<file path="src/rtl/quad_pkg.sv">
// rtl/quad_pkg.sv - shared codes and types for the quad-access sequencer
package quad_pkg;

  typedef enum logic [1:0] {
    BANK_RAM     = 2'd0,
    BANK_ROM0    = 2'd1,
    BANK_ROM1    = 2'd2,
    BANK_ILLEGAL = 2'd3
  } bank_e;

  typedef enum logic [1:0] {
    FIELD_T = 2'd0,
    FIELD_X = 2'd1,
    FIELD_Y = 2'd2,
    FIELD_Z = 2'd3
  } field_e;

  typedef enum logic [1:0] {
    ST_IDLE  = 2'd0,
    ST_ISSUE = 2'd1,
    ST_DRAIN = 2'd2,
    ST_RESP  = 2'd3
  } seq_state_e;

  // Number of field slots packed into one quad word
  localparam int FIELD_CNT = 4;

  typedef struct packed {
    logic   vld;
    field_e field;
  } rd_tag_t;

endpackage

</file>
<file path="src/rtl/quad_rd_pipe.sv">
// rtl/quad_rd_pipe.sv - RD_LAT-deep read tag delay line, aligns field tags with memory read data
module quad_rd_pipe
  import quad_pkg::*;
#(
  parameter int RD_LAT = 2
) (
  input  logic    i_clk,
  input  logic    clr_n,
  input  rd_tag_t push_tag,
  output rd_tag_t pop_tag
);

  rd_tag_t pipe [RD_LAT];

  always_ff @(posedge i_clk or negedge clr_n) begin
    if (!clr_n) begin
      for (int i = 0; i < RD_LAT; i++) pipe[i] <= '0;
    end else begin
      pipe[0] <= push_tag;
      for (int i = 1; i < RD_LAT; i++) pipe[i] <= pipe[i-1];
    end
  end

  assign pop_tag = pipe[RD_LAT-1];

endmodule

</file>
<file path="src/rtl/quad_mem_seq.sv">
// rtl/quad_mem_seq.sv - whole-quad request sequencer driving four single-field memory accesses
// Define QUAD_ROM_WP_EN to reject writes to the ROM banks.
module quad_mem_seq
  import quad_pkg::*;
#(
  parameter int DATA_SZ = 16,
  parameter int ADDR_SZ = 12,
  parameter int RD_LAT  = 2
) (
  input  logic                           i_clk,
  input  logic                           i_rst_n,
  input  logic                           i_req_valid,
  output logic                           o_req_ready,
  input  logic                           i_req_wr,
  input  logic [1:0]                     i_req_bank,
  input  logic [ADDR_SZ-1:0]             i_req_addr,
  input  logic [FIELD_CNT*DATA_SZ-1:0]   i_req_quad,
  output logic                           o_rsp_valid,
  input  logic                           i_rsp_ready,
  output logic [FIELD_CNT*DATA_SZ-1:0]   o_rsp_quad,
  output logic                           o_rsp_err,
  output logic                           o_mem_cs_ram,
  output logic                           o_mem_cs_rom0,
  output logic                           o_mem_cs_rom1,
  output logic                           o_mem_wr,
  output logic [ADDR_SZ-1:0]             o_mem_addr,
  output logic [1:0]                     o_mem_field,
  output logic [DATA_SZ-1:0]             o_mem_data,
  input  logic [DATA_SZ-1:0]             i_mem_data
);

  localparam int QUAD_W = FIELD_CNT * DATA_SZ;

  seq_state_e        state;
  logic              wr_q;
  logic [QUAD_W-1:0] quad_q;
  bank_e             req_bank;
  logic              req_reject;
  rd_tag_t           push_tag;
  rd_tag_t           pop_tag;

  assign req_bank = bank_e'(i_req_bank);

`ifdef QUAD_ROM_WP_EN
  assign req_reject = (req_bank == BANK_ILLEGAL) ||
                      (i_req_wr && (req_bank == BANK_ROM0 || req_bank == BANK_ROM1));
`else
  assign req_reject = (req_bank == BANK_ILLEGAL);
`endif

  // Tag enters alongside the field on the bus so it emerges with that field's data
  assign push_tag = '{vld: (state == ST_ISSUE) && !wr_q, field: field_e'(o_mem_field)};

  quad_rd_pipe #(.RD_LAT(RD_LAT)) u_rd_pipe (
    .i_clk    (i_clk),
    .clr_n    (i_rst_n),
    .push_tag (push_tag),
    .pop_tag  (pop_tag)
  );

  always_ff @(posedge i_clk or negedge i_rst_n) begin
    if (!i_rst_n) begin
      state         <= ST_IDLE;
      wr_q          <= 1'b0;
      quad_q        <= '0;
      o_req_ready   <= 1'b1;
      o_rsp_valid   <= 1'b0;
      o_rsp_err     <= 1'b0;
      o_rsp_quad    <= '0;
      o_mem_cs_ram  <= 1'b0;
      o_mem_cs_rom0 <= 1'b0;
      o_mem_cs_rom1 <= 1'b0;
      o_mem_wr      <= 1'b0;
      o_mem_addr    <= '0;
      o_mem_field   <= '0;
      o_mem_data    <= '0;
    end else begin
      if (pop_tag.vld)
        o_rsp_quad[int'(pop_tag.field)*DATA_SZ +: DATA_SZ] <= i_mem_data;

      case (state)
        ST_IDLE: begin
          if (i_req_valid) begin
            wr_q        <= i_req_wr;
            quad_q      <= i_req_quad;
            o_rsp_quad  <= '0;
            o_req_ready <= 1'b0;
            o_mem_addr  <= i_req_addr;
            if (req_reject) begin
              state       <= ST_RESP;
              o_rsp_valid <= 1'b1;
              o_rsp_err   <= 1'b1;
            end else begin
              state         <= ST_ISSUE;
              o_rsp_err     <= 1'b0;
              o_mem_cs_ram  <= (req_bank == BANK_RAM);
              o_mem_cs_rom0 <= (req_bank == BANK_ROM0);
              o_mem_cs_rom1 <= (req_bank == BANK_ROM1);
              o_mem_wr      <= i_req_wr;
              o_mem_field   <= FIELD_T;
              o_mem_data    <= i_req_quad[DATA_SZ-1:0];
            end
          end
        end

        ST_ISSUE: begin
          if (o_mem_field == FIELD_Z) begin
            o_mem_wr   <= 1'b0;
            o_mem_data <= '0;
            if (wr_q) begin
              state         <= ST_RESP;
              o_rsp_valid   <= 1'b1;
              o_mem_cs_ram  <= 1'b0;
              o_mem_cs_rom0 <= 1'b0;
              o_mem_cs_rom1 <= 1'b0;
            end else begin
              // Select stays up: the memory output register only loads while selected
              state <= ST_DRAIN;
            end
          end else begin
            o_mem_field <= o_mem_field + 2'd1;
            o_mem_data  <= quad_q[(int'(o_mem_field) + 1)*DATA_SZ +: DATA_SZ];
          end
        end

        ST_DRAIN: begin
          if (pop_tag.vld && pop_tag.field == FIELD_Z) begin
            state         <= ST_RESP;
            o_rsp_valid   <= 1'b1;
            o_mem_cs_ram  <= 1'b0;
            o_mem_cs_rom0 <= 1'b0;
            o_mem_cs_rom1 <= 1'b0;
          end
        end

        ST_RESP: begin
          if (i_rsp_ready) begin
            state       <= ST_IDLE;
            o_rsp_valid <= 1'b0;
            o_rsp_err   <= 1'b0;
            o_req_ready <= 1'b1;
          end
        end

        default: state <= ST_IDLE;
      endcase
    end
  end

endmodule

</file>
<file path="config.mk">
export PLATFORM = sky130hd
export DESIGN_NAME = quad_mem_seq
export DESIGN_NICKNAME = d
export VERILOG_FILES = /design/src/rtl/quad_pkg.sv /design/src/rtl/quad_rd_pipe.sv /design/src/rtl/quad_mem_seq.sv
export SDC_FILE = /design/constraint.sdc
export NUM_CORES = 1
export LEC_CHECK = 0
export CAP_MARGIN = 20
export CORE_ASPECT_RATIO = 1.4
export CORE_MARGIN = 8
export CORE_UTILIZATION = 43
export CTS_CLUSTER_DIAMETER = 100
export DETAILED_ROUTE_END_ITERATION = 8
export PLACE_DENSITY_LB_ADDON = 0.12
export SLEW_MARGIN = 20
export SYNTH_ARGS = -nofsm -noshare
export SYNTH_HDL_FRONTEND = slang
export SYNTH_SLANG_ARGS = --single-unit
export TNS_END_PERCENT = 10
</file>
<file path="constraint.sdc">
create_clock -name i_clk -period 1.9 [get_ports i_clk]
set_input_delay 0.38 -clock i_clk [delete_from_list [all_inputs] [get_ports i_clk]]
set_output_delay 0.38 -clock i_clk [all_outputs]
set_load 0.02 [all_outputs]
</file>
==> impl_metrics.yaml <==
place:
  port_buffers: 199
  post-dp-hpwl_um: 14300
  gp_congestion: 0.824
  dp_slack_ns: -0.0250
  postPlaceCellArea_um2: 9230
grt:
  grt_pass1_wl_um: 29400
  grt_max_degree: 65
  grt_pass1_vias: 5613
  grt_usage: 0.186
  grt_antenna_before_repair: 0
  grt_overflow: 0
die:
  die_w_um: 122
  die_area_um2: 20100
  ioPinCount: 200
  core_um2: 15500
  fp-row-count: 54
  die_h_um: 165
  start_util: 0.437
yosys:
  yosys_most_used_dff: "dfrtp_1"
  yosys.area.top_type: "dfrtp_1"
  synthCells: 556
  synth_compound_area_frac: 0.131
  synth-xor-area-share: 0
  synth.avg_cell_area_um2: 12.2
  synth_fp_nets: 665
  yosysSeqAreaShare: 0.582
  synth_edf_count: 0
  synth_top_area_share: 0.578
  synth_mux_area_frac: 0.131
  yosys-top-cells-area: "dfrtp_1 58%, mux2_2 12%, a22oi_1 7.0%, nor2_1 4.0%, ha_1 1.8%"
  yosysWarnings: 0
  synth.distinct_cells: 46
  synth_adder_area_share: 0.0184
  synth_seq_cells: 158
  synth_top_family_by_area: "multiplexers"
  yosys.area_share.simple: 0.104
  synthArstFlopShare: 1.00
  syn_area_um2: 6790
sta:
  slew_viol_final: 0
  worstMarginPinSlew_ns: 0.597
  holdWs_ns: 0.349
  setup_viol_count_final: 0
  skew_ns: 0.00512
  setup_ws_ns: 0.0749
  period_share: 0.961
  grt_setup_unrepaired: "false"
  min_period_ns: 1.83
  maxSlewHeadroom: 0.601
  max_freq_mhz: 548
  hold_violations: 0
setup_path:
  path_class: "reg2out"
  worstPathCellList: "clkdlybuf4s50_1"
  critPathLaunch: "o_rsp_quad[5]"
  path_buf_inv: 1
  path_delay_family: "buffers and inverters"
  cp_num_cells: 1
  crit_path_end_kind: "output port"
  reg2regPathDepth: 8
  crit_fanout: 2
  cp_data_arrival_time_ns: 1.45
  cp_slowest_cell: "clkdlybuf4s50_1"
  ff2ff_setup_slack_ns: 0.12
  max_stage_delay_ns: 0.67
  worstReg2RegEnd: "o_mem_field[0]"
  worstSetupStartpointType: "flop"
  rr_startpoint: "state[0]"
  endpoint: "o_rsp_quad[5]"
  cp.required_ns: 1.52
drt:
  met2_length_um: 9880
  via_per_inst: 5.36
  drt_iter0_drc: 360
  drc: 0
  highest-signal-layer: "met4"
  first_pass_iters: 5
  wirelength_um: 19000
  vias: 5285
  wl_met3_um: 1260
  ant_nets: 0
  met1Wirelength_um: 7240
  routedWlPerCell_um: 19.3
power:
  power_density_nw_per_um2: 1530
  power_mw: 15.0
  p_leak_nw: 4.27
  peakVddDrop_v: 0.000787
final_layout:
  drive_gt1_frac: 0.201
  finalNetCount: 886
  antenna_cells: 0
  syn2layout_area_growth_pct: 44.5
  mostFrequentLayoutCells: "195 x clkdlybuf4s50_1, 157 x dfrtp_1, 73 x nor2_1"
  fin_util: 0.632
  fillers: 1246
  final_common_cell: "clkdlybuf4s50_1"
  finalInstanceArea_um2: 9810
clock_tree:
  root_buffer: "clkbuf_16"
  cts_buffers: 17
  cts.sinks: 158
  clock_path_buffers: 2
  clk-insertion-delay-late_ns: 0.42
  post_cts_buffers: 0
  cts.clk_slew.worst_paths_ns: 0.07
  cts_tree: "built"
  cts-htree-levels: 4
job:
  maxCapViolCount: 0
hold_path:
  hold_path_class: "reg2reg"
status:
  outcome: "finished, final reports clean"
sequential cells by signal, summed over array words and instances (netlist names), 2 cells and up:
name / flops
quad_q: 48
o_mem_data: 16
u_rd_pipe.pipe: 3
o_mem_field: 2
o_mem_addr: 12
state: 2
o_rsp_quad: 64
u_rd_pipe.pop_tag: 3
final cells by class:
cell class,instances,area [um^2],share of cell area
clock buffer,18,439,0.0447
clock inverter,14,125,0.0127
inverter,7,26.3,0.00268
multi-input combinational,351,2620,0.267
sequential,158,3960,0.403
tap,196,245,0.0250
timing repair buffer,242,2400,0.245
what timing repair did:
action	4_1_cts	5_1_grt
hold endpoints to repair	38	0
endpoints found under the setup margin	4	34
resized for setup	4	4
pin swaps	0	0
hold buffers	1	0
where the power goes:
part	internal [mW]	leakage [nW]	switching [mW]
Sequential	4.61	2.02	0.725
Clock	1.76	0.278	1.52
Combinational	3.29	1.97	3.10
Total	9.66	4.27	5.34
cell families (layout without fill, tap and decap cells):
kind of cell / Yosys count / after routing
adder cells (fa/ha/maj): 10 / 10
buffers and inverters: 47 / 281
multiplexers: 80 / 80
AO/OA/AOI/OAI: 121 / 121
AND/OR/NAND/NOR: 140 / 140
flip-flops: 158 / 158
through the flow:
stage	std cells	setup TNS [ns]
6_report	986	0
5_1_grt	986	0
4_1_cts	986	0
3_5_place_dp	953	-0.0255
3_3_place_gp	953	-0.0260
2_1_floorplan	556	0
worst min path at each step:
stage                      start                   end  slack, ns  cells after the start
6_report       u_rd_pipe.pipe[4]  u_rd_pipe.pop_tag[1]       0.35                      0
4_1_cts        u_rd_pipe.pipe[4]  u_rd_pipe.pop_tag[1]       0.35                      0
3_5_place_dp             i_rst_n         o_rsp_quad[7]       0.32                      1
5_1_grt        u_rd_pipe.pipe[5]  u_rd_pipe.pop_tag[2]       0.35                      0
2_1_floorplan            i_rst_n         o_mem_addr[0]       0.08                      0
3_3_place_gp             i_rst_n         o_rsp_quad[7]       0.32                      1
cells in the mapped netlist (2+ instances only):
| cell | instances |
|---|---|
| a21o_1 | 2 |
| clkbuf_1 | 10 |
| buf_6 | 2 |
| buf_1 | 6 |
| inv_1 | 7 |
| dfrtp_1 | 157 |
| mux2i_1 | 9 |
| nor2b_1 | 5 |
| nand2_1 | 14 |
| nand2b_1 | 17 |
| o22ai_1 | 2 |
| ha_1 | 10 |
| o21ai_0 | 10 |
| nor3b_1 | 2 |
| a2bb2oi_1 | 8 |
| a22o_1 | 2 |
| buf_4 | 5 |
| a221o_1 | 9 |
| nand3_1 | 5 |
| nor3_1 | 9 |
| nor2_1 | 73 |
| a22oi_1 | 63 |
| buf_2 | 17 |
| nor4_1 | 2 |
| mux2_2 | 71 |
| a31oi_1 | 8 |
| a21oi_1 | 12 |
per-layer routing:
layer | GRT usage | vias up
met5 | 0 | -
met4 | 0.0956 | 0
met3 | 0.0455 | 39
met2 | 0.325 | 183
met1 | 0.206 | 2619
li1 | - | 2444
(Power assumes the default switching activity.)
